`src/rtl/uart_word_tx_pkg.sv`:
```
// Shared types and constants for the word-oriented UART transmit path.
package uart_word_tx_pkg;

    typedef enum logic [2:0] {
        TX_IDLE,
        TX_START,
        TX_DATA,
        TX_PARITY,
        TX_STOP
    } uart_tx_state_t;

    localparam int unsigned UART_BYTES_PER_WORD = 4;

endpackage

```
`src/rtl/uart_word_tx_sync_fifo.sv`:
```
// Single-clock FIFO with registered occupancy count; DEPTH must be a power of two >= 2.
module sync_fifo #(
    parameter int unsigned WIDTH = 32,
    parameter int unsigned DEPTH = 4
) (
    input  logic                     clk,
    input  logic                     reset_n,
    input  logic                     i_push,
    input  logic [WIDTH-1:0]         i_wdata,
    input  logic                     i_pop,
    output logic [WIDTH-1:0]         o_rdata,
    output logic                     o_full,
    output logic                     o_empty,
    output logic [$clog2(DEPTH):0]   o_count
);

    localparam int unsigned AW = $clog2(DEPTH);

    logic [WIDTH-1:0] r_mem [DEPTH];
    logic [AW-1:0]    r_wr_ptr;
    logic [AW-1:0]    r_rd_ptr;
    logic [AW:0]      r_count;
    logic             w_push;
    logic             w_pop;

    // Full/empty come from the registered count, so a pop never frees space for a same-cycle push.
    assign o_full  = (r_count == (AW+1)'(DEPTH));
    assign o_empty = (r_count == '0);
    assign o_count = r_count;
    assign o_rdata = r_mem[r_rd_ptr];
    assign w_push  = i_push && !o_full;
    assign w_pop   = i_pop && !o_empty;

    always_ff @(posedge clk) begin
        if (w_push) begin
            r_mem[r_wr_ptr] <= i_wdata;
        end
    end

    always_ff @(posedge clk) begin
        if (!reset_n) begin
            r_wr_ptr <= '0;
            r_rd_ptr <= '0;
            r_count  <= '0;
        end else begin
            if (w_push) begin
                r_wr_ptr <= r_wr_ptr + 1'b1;
            end
            if (w_pop) begin
                r_rd_ptr <= r_rd_ptr + 1'b1;
            end
            case ({w_push, w_pop})
                2'b10:   r_count <= r_count + 1'b1;
                2'b01:   r_count <= r_count - 1'b1;
                default: r_count <= r_count;
            endcase
        end
    end

endmodule

```
`src/rtl/uart_word_tx.sv`:
```
// Word-buffered UART transmitter: 32-bit words sent as 4 bytes, MSB byte first, 8N1.
// Define UART_TX_PARITY_EN to insert an even-parity bit (8E1).
module uart_word_tx
    import uart_word_tx_pkg::*;
#(
    parameter int unsigned CLK_FREQ_HZ = 50000000,
    parameter int unsigned BAUD_RATE   = 115200,
    parameter int unsigned FIFO_DEPTH  = 4
) (
    input  logic                          clk,
    input  logic                          reset_n,
    input  logic                          wr_valid,
    input  logic [31:0]                   wr_data,
    output logic                          wr_ready,
    output logic                          io_tx,
    output logic                          busy,
    output logic [$clog2(FIFO_DEPTH):0]   fifo_count
);

    localparam int unsigned CLKS_PER_BIT = CLK_FREQ_HZ / BAUD_RATE;
    localparam int unsigned CNT_W        = (CLKS_PER_BIT > 1) ? $clog2(CLKS_PER_BIT) : 1;
    localparam logic [CNT_W-1:0] BAUD_LAST = CNT_W'(CLKS_PER_BIT - 1);
    localparam logic [1:0]       LAST_BYTE = 2'(UART_BYTES_PER_WORD - 1);

    uart_tx_state_t   r_state;
    logic [CNT_W-1:0] r_baud;
    logic [2:0]       r_bit_idx;
    logic [1:0]       r_byte_idx;
    logic [31:0]      r_shift;
    logic             r_tx;

    logic [31:0]      w_fifo_data;
    logic             w_full;
    logic             w_empty;
    logic             w_pop;
    logic             w_bit_end;
    logic [7:0]       w_cur_byte;

    assign w_pop      = (r_state == TX_IDLE) && !w_empty;
    assign w_bit_end  = (r_baud == BAUD_LAST);
    assign w_cur_byte = r_shift[31:24];

    assign wr_ready = !w_full;
    assign busy     = (r_state != TX_IDLE) || !w_empty;
    assign io_tx    = r_tx;

    sync_fifo #(
        .WIDTH (32),
        .DEPTH (FIFO_DEPTH)
    ) u_fifo (
        .clk     (clk),
        .reset_n (reset_n),
        .i_push  (wr_valid),
        .i_wdata (wr_data),
        .i_pop   (w_pop),
        .o_rdata (w_fifo_data),
        .o_full  (w_full),
        .o_empty (w_empty),
        .o_count (fifo_count)
    );

    // r_tx is loaded with the level of the state being entered, so the line changes exactly on bit boundaries.
    always_ff @(posedge clk) begin
        if (!reset_n) begin
            r_state    <= TX_IDLE;
            r_baud     <= '0;
            r_bit_idx  <= '0;
            r_byte_idx <= '0;
            r_shift    <= '0;
            r_tx       <= 1'b1;
        end else begin
            if (r_state == TX_IDLE || w_bit_end) begin
                r_baud <= '0;
            end else begin
                r_baud <= r_baud + 1'b1;
            end

            case (r_state)
                TX_IDLE: begin
                    r_tx <= 1'b1;
                    if (!w_empty) begin
                        r_shift    <= w_fifo_data;
                        r_byte_idx <= '0;
                        r_tx       <= 1'b0;
                        r_state    <= TX_START;
                    end
                end
                TX_START: begin
                    if (w_bit_end) begin
                        r_bit_idx <= '0;
                        r_tx      <= w_cur_byte[0];
                        r_state   <= TX_DATA;
                    end
                end
                TX_DATA: begin
                    if (w_bit_end) begin
                        if (r_bit_idx == 3'd7) begin
`ifdef UART_TX_PARITY_EN
                            r_tx    <= ^w_cur_byte;
                            r_state <= TX_PARITY;
`else
                            r_tx    <= 1'b1;
                            r_state <= TX_STOP;
`endif
                        end else begin
                            r_bit_idx <= r_bit_idx + 3'd1;
                            r_tx      <= w_cur_byte[r_bit_idx + 3'd1];
                        end
                    end
                end
`ifdef UART_TX_PARITY_EN
                TX_PARITY: begin
                    if (w_bit_end) begin
                        r_tx    <= 1'b1;
                        r_state <= TX_STOP;
                    end
                end
`endif
                TX_STOP: begin
                    if (w_bit_end) begin
                        if (r_byte_idx != LAST_BYTE) begin
                            r_byte_idx <= r_byte_idx + 2'd1;
                            r_shift    <= {r_shift[23:0], 8'h00};
                            r_tx       <= 1'b0;
                            r_state    <= TX_START;
                        end else begin
                            r_tx    <= 1'b1;
                            r_state <= TX_IDLE;
                        end
                    end
                end
                default: begin
                    r_tx    <= 1'b1;
                    r_state <= TX_IDLE;
                end
            endcase
        end
    end

endmodule

```
`config.mk`:
```
export PLATFORM = sky130hd
export DESIGN_NAME = uart_word_tx
export DESIGN_NICKNAME = d
export VERILOG_FILES = /design/src/rtl/uart_word_tx_pkg.sv /design/src/rtl/uart_word_tx_sync_fifo.sv /design/src/rtl/uart_word_tx.sv
export SDC_FILE = /design/constraint.sdc
export NUM_CORES = 1
export LEC_CHECK = 0
export CORE_MARGIN = 1
export CORE_UTILIZATION = 59
export CTS_CLUSTER_DIAMETER = 150
export CTS_CLUSTER_SIZE = 40
export DETAILED_ROUTE_END_ITERATION = 12
export PLACE_DENSITY = 0.89
export SYNTH_ARGS = -nofsm -noshare
export SYNTH_HDL_FRONTEND = slang
export SYNTH_HIERARCHICAL = 1
export SYNTH_SLANG_ARGS = --single-unit
```
`constraint.sdc`:
```
create_clock -name clk -period 3 [get_ports clk]
set_clock_uncertainty 0.05 [all_clocks]
set_input_delay 0.6 -clock clk [delete_from_list [all_inputs] [get_ports clk]]
set_output_delay 0.6 -clock clk [all_outputs]
set_load 0.1 [all_outputs]
```
### Yosys cells after proc, flatten, opt, wreduce, memory -nomap -nowiden

Memory sizes are Yosys's and may differ from the RTL's. A register that Yosys moved wholly into a read port is not among the register bits.
Cells that the tools add are included.

* register bits after elaboration: 57
* memory bits (writable): 128
* output and inout port bits: 6
* memories: 1
* word-level logic and storage cells: 86

Memories
* u_fifo.r_mem: words 4, bits a word 32, rd ports 1, clocked after memory_dff 1, wr ports 1, line uart_word_tx_sync_fifo.sv:19 `logic [WIDTH-1:0] r_mem [DEPTH];`

* bitwise logic cells: 1
* add/subtract/negate cells: 7
* equal/unequal tests: 16
* muxes and demuxes: 33
* magnitude comparators: 1
* reduce and logical (&&, ||, !) cells: 18

Operators by type and width (count)
* 2-to-1 mux 32 bit: 3
* one-hot mux 32 bit (2 select lines): 1
* 2-to-1 mux 3 bit: 8
* != test 2 bit, second input constant: 8
* one-hot mux 3 bit (2 select lines): 2
* one-hot mux 3 bit (4 select lines): 1
* 2-to-1 mux 1 bit: 10
* 2-to-1 mux 2 bit: 5
* adder 9 x 1 -> 9 bit, second input constant: 1
* == test 3 bit, second input constant: 3
* == test 9 bit, second input constant: 1
* AND reduction 4 bit: 2
* adder 2 x 1 -> 2 bit, second input constant: 3
* adder 3 x 1 -> 3 bit, second input constant: 2
* zero test 3 bit: 2
* nonzero test 2 bit: 3
* AND reduction 5 bit: 1
* less-than comparator 3 x 4 -> 1 bit, second input constant: 1
* one-hot mux 1 bit (4 select lines): 1
* one-hot mux 2 bit (2 select lines): 1
* binary-select mux 1 bit (select 3 bit): 1
* == test 3 x 1 -> 1 bit, second input constant: 1
* == test 3 x 2 -> 1 bit, second input constant: 1
* logical AND 1 bit: 3
* other kinds (9): 11

### Logic depth before layout (Yosys ltp)

* depth in word-level cells: 6
* depth in mapped cells: 11
* gate-level depth less buffers: 9

### By module

Netlist, hierarchy kept.

Modules (own cells, without submodules)
* sync_fifo: cells each 221, area each 5144.9 um2, times used 1, sequential area each 4023.9 um2
* uart_word_tx: cells each 263, area each 2424.8 um2, times used 1, sequential area each 1001.0 um2

### Worst setup path after synthesis

OpenSTA, ideal clock, no wires.

* path type: register to register
* start point: register u_fifo.r_count[0] (netlist: u_fifo/o_count[0])
* end point: register u_fifo.r_count[2] (netlist: u_fifo/o_count[2])
* cell stages (with the launch flop): 10
* slack: -0.129 ns
* path buffers: 0
* arrival time: 3.009 ns
* cell sequence: dfxtp_1 > nor3_2 > nor3_1 > nor2b_1 > ha_1 > inv_1 > fa_1 > xor2_1 > or3_1 > a21boi_1

* cells in the longest elaborated chain, start to end: 6
* elaborated cells on any way between the ends: 13

Ends and longest elaborated chain
* start: declaration: line uart_word_tx_sync_fifo.sv:22 `logic [AW:0] r_count;`
* start signal: assignment: line uart_word_tx_sync_fifo.sv:53 `2'b10: r_count <= r_count + 1'b1;`
* start signal: assignment: line uart_word_tx_sync_fifo.sv:54 `2'b01: r_count <= r_count - 1'b1;`
* start signal: assignment: line uart_word_tx_sync_fifo.sv:55 `default: r_count <= r_count;`
* zero test 3 bit *: line uart_word_tx_sync_fifo.sv:28 `assign o_empty = (r_count == '0);`
* net w_empty: line uart_word_tx.sv:34 `logic w_empty;`
* zero test 1 bit *: line uart_word_tx.sv:39 `assign w_pop = (r_state == TX_IDLE) && !w_empty;`
* logical AND 1 bit *: line uart_word_tx.sv:39
* net w_pop: line uart_word_tx.sv:35 `logic w_pop;`
* logical AND 1 bit *: line uart_word_tx_sync_fifo.sv:32 `assign w_pop = i_pop && !o_empty;`
* net u_fifo.w_pop: line uart_word_tx_sync_fifo.sv:24 `logic w_pop;`
* == test 2 x 1 -> 1 bit / == test 2 bit (equally long branches): line uart_word_tx_sync_fifo.sv:52 `case ({w_push, w_pop})`
* one-hot mux 3 bit (2 select lines) / nonzero test 2 bit (equally long branches)

Mark *: on every way through the listed nets, which the timed path passes. The rest lies on a longest branch.
A chain may end at the register's enable or synchronous reset.

### Final worst setup path

* start point: register r_state[1]
* end point: register u_fifo.r_count[2] (netlist: u_fifo/o_count[2])

* cells in the longest elaborated chain, start to end: 5
* elaborated cells on any way between the ends: 7

Ends and longest elaborated chain
* start: declaration: line uart_word_tx.sv:25 `uart_tx_state_t r_state;`
* start signal: assignment: line uart_word_tx.sv:65 `r_state <= TX_IDLE;`
* start signal: assignment: line uart_word_tx.sv:85 `r_state <= TX_START;`
* start signal: assignment: line uart_word_tx.sv:92 `r_state <= TX_DATA;`
* zero test 3 bit *: line uart_word_tx.sv:39
* logical AND 1 bit *: line uart_word_tx.sv:39
* net w_pop: line uart_word_tx.sv:35
* logical AND 1 bit *: line uart_word_tx_sync_fifo.sv:32
* net u_fifo.w_pop: line uart_word_tx_sync_fifo.sv:24
* == test 2 x 1 -> 1 bit / == test 2 bit (equally long branches): line uart_word_tx_sync_fifo.sv:52
* one-hot mux 3 bit (2 select lines) / nonzero test 2 bit (equally long branches)

Marks and branches as above.

==> impl_summary.md <==
Status
The flow ran to the end, and the final reports show no timing, DRC or antenna violations.

STA
The shortest clock period the worst path allows after layout is 2.737 ns. The worst path setup slack after routing is 0.2628 ns. Static timing analysis puts the maximum clock frequency at 365.3 MHz. Setup total negative slack on the finished layout was measured at 0 ns. The worst slew slack as a fraction of its limit is 39.37%. The transition time at the pin with the least slew margin is 0.9094 ns. Setup repair after global routing left no endpoint under its margin. Setup violations remaining at the end of the flow were counted as 0.

In the finished design, the share of the clock period the worst path needs comes to 91.24%. The final-report hold violation count came to 0. On the final layout, the worst hold slack is 0.4308 ns. The final count of pins violating max slew is 0.

Synthesis
The area fraction in and, or, nand and nor cells after synthesis is 5.901%. The count of unique library cells instantiated by Yosys is 52. Counting flops with an async set or reset pin after synthesis yields a share of 0%. The cell taking the most area after synthesis is edfxtp_1. Of the post-synthesis cell area, the dominant cell type holds 50.78%.

In this run, synthesis produced a sequential element count of 187. Sorting the synthesized cells by area gives the leading types as edfxtp_1 (51%), dfxtp_1 (16%), mux4_2 (9.8%). The area fraction in compound gates after synthesis is 7.785%.

The fraction of the yosys area taken by sequential cells is 66.38%. The most frequently used cell type in the post-synthesis netlist is edfxtp_1. The synthesized area is 0.007570 mm^2. The post-synthesis mux area share is 13.72%. Synthesis produced a netlist whose cell count is 484. Among all flip-flop cells after synthesis, the most frequent one is edfxtp_1. The synthesis warning total is 6. Of the total synthesized cell area, the portion taken by full adders, half adders and majority gates is 1.917%. The net count after synthesis is 530. A synthesized cell averages 15.64 um^2.

In this run, synthesis inferred 128 flip-flops with an integrated enable. The combinational family with the most area after synthesis is multiplexers. After synthesis, the most frequently instantiated cells are edfxtp_1 (128), dfxtp_1 (59), a21oi_1 (38), mux4_2 (33). Of the total synthesized cell area, the portion taken by XOR and XNOR cells is 1.157%.

Worst setup path
The worst setup path is launched from a register. The family with the most delay on the worst path is simple AND/OR/NAND/NOR gates. Counting both buffers and inverters, the worst setup path holds a total of 1. In this design, the stage delay of the slowest critical-path cell is 0.43 ns. The worst setup path is of the reg -> reg kind.

Walking the worst path, the cells encountered are or2_0 > nor3_1 > nor2b_1 > ha_1 > inv_1 > fa_1 > xor2_1 > or3_1 > a21boi_1. The maximum fanout along the worst path is 10. Data on the critical path is required at its endpoint by 3.31 ns. The sort of element at the end of the critical path is a register. The slowest stage of the critical path belongs to the cell fa_1. For the worst setup path, the data arrival time is 3.04 ns.

Clock tree
The largest buffer count on any clock path is 2. The clock tree synthesis step divided the H-tree into 4 levels. The post-CTS resize count is 0. The clock reaches the later pin of the worst-skew pair after 0.43 ns. After clock tree synthesis, the setup repair step added 0 buffers.

The clock-pin slew of the registers on the worst-case setup and hold paths is 0.07 ns. The root cell of the clock tree is clkbuf_16. The clock net in this run drives a total of 187 sinks. TritonCTS built the clock tree.

Clock tree synthesis inserted a total of 17 buffers. The hold buffer count at CTS is 0.

Global routing
The initial antenna violation count is 0. The wire length of the first global-routing pass is 23.39 mm. The number of global-route vias before repair is 4,502. Entering global routing, the biggest net connects 41 pins. Summed over all layers, the global routing overflow is 0.

Global routing used 24.44% of the available tracks across all layers.

Place
Routability-driven placement finished with a final weighted congestion of 0.8122. The final HPWL from detailed placement is 8.861 mm. The worst slack after detailed placement is 0.2674 ns.

The count of buffers inserted at the top-level ports is 40.

Detailed routing
In the final routed layout, each cell accounts on average for 20.84 um. After detailed routing, the number of remaining DRC violations is 0. The aggregate routed wire length is 14.82 mm. In this run, the number of DRC markers left after iteration 0 of detailed routing was 337. For this block, the via count after detailed routing is 4,458. The average via count per standard cell is 6.270. The number of optimization iterations in the first detailed-route pass is 5. The detail route stage leaves a number of antenna-violating nets equal to 0.

Flow run
The number of maximum-capacitance violations is 0.

Power and ir drop
IR analysis of the VDD net gives a maximum drop of 488.1 uV. The static leakage power is 2.956 nW. The post-layout total power is 0.007243 W.

Power spread over the standard cell area amounts to 830.8 mW/mm^2.

Cells and area
The number of nets in the final layout is 573. The area taken by multi-input logic gates is 0.002310 mm^2. The number of inserted filler cells in the final layout is 765.

The final antenna diode count is 0. From synthesis to final layout, the design area changed by 15.16%. In the final layout, the share of cells above drive strength 1 is 18.92%. The final core utilization is 69.36%. The area of all sequential standard cells is 0.005030 mm^2.

Floorplanning
The floorplan has 41 rows. For this configuration, the core starts out at a cell density of 60.23%. The area of the placeable core is 0.01257 mm^2.

Measured along the x axis, the die boundary spans 115.3 um. The die extent in y is 115.3 um. The die covers 0.01329 mm^2. Pin placement for this block handled 41 I/O pins.

Min path
The class of the tightest hold or removal check is reg -> reg.
-- per-layer routing --
layer  part of all wire [%]  global-route usage [%]  vias to the layer above
met3                    6.6                   6.642                       34
met5                      0                       0                        -
met4                    3.1                   12.47                        0
met2                     52                   41.81                      201
met1                     38                   28.43                     2248
li1                       -                       -                     1975
-- placed cells by master (no fill, tap or decap), drive strengths merged, types with 2 or more instances in the layout --
cell / instances
edfxtp: 128
a21oi: 38
nand2b: 5
or3: 2
mux2i: 25
mux4: 33
and2: 6
mux2: 4
dfxtp: 59
nor3b: 2
o21ai: 17
nor3: 4
clkinvlp: 5
a21boi: 2
ha: 10
clkbuf: 18
nand4: 13
nor2b: 2
or3b: 2
xor2: 3
buf: 20
o221ai: 2
nand2: 9
xnor2: 7
or2: 2
clkdlybuf4s50: 34
clkinv: 4
inv: 15
nand3: 10
a211oi: 25
bufinv: 2
nor2: 17
-- state kept, by name, summed over array words and instances, names as in the netlist, named ones only --
name             count
r_byte_idx           2
r_state              3
u_fifo/r_mem       128
u_fifo/o_count       3
r_baud               9
r_shift             32
u_fifo/r_rd_ptr      2
u_fifo/r_wr_ptr      2
io_tx                1
r_bit_idx            3
-- power by group --
part | leakage (nW) | switching [W] | total, W | internal [W]
sequential | 1.66 | 0.000186 | 0.00332 | 0.00313
combinational | 1.03 | 0.00109 | 0.00175 | 0.000660
clock | 0.265 | 0.000949 | 0.00218 | 0.00123
-- final cells by class --
| class | count | share of cell area [%] |
|---|---|---|
| Clock buffer | 18 | 4.923 |
| Clock inverter | 13 | 1.651 |
| Inverter | 13 | 0.5598 |
| Multi-Input combinational cell | 254 | 26.50 |
| Sequential cell | 187 | 57.70 |
| Tap cell | 172 | 2.469 |
| Timing Repair Buffer | 54 | 6.201 |
-- metrics by stage --
step | cells | cell area (um^2)
after detailed placement | 680 | 8144
after CTS | 711 | 8717
after global routing | 711 | 8717
after floorplan | 484 | 7574
final | 711 | 8717
after global placement | 680 | 8144
-- path summary, 6_finish.rpt --
| path | slack, ns | endpoint | startpoint | cells after the start |
|---|---|---|---|---|
| worst max register to register | 0.26 | u_fifo/o_count[2] | r_state[1] | 9 |
| worst max-delay path | 0.26 | u_fifo/o_count[2] | r_state[1] | 9 |
| worst min register to register | 0.43 | r_baud[0] | r_baud[0] | 1 |
| worst min-delay path | 0.43 | r_baud[0] | r_baud[0] | 1 |
-- cell families (layout without fill, tap and decap cells) --
logic type      count (synthesis)  after routing
flops                         187            187
compound gates                 92             92
simple gates                   79             79
mux                            62             62
buf+inv                        43             98
fa+ha+maj                      11             11
xor+xnor                       10             10
(Power assumes the default switching activity.)
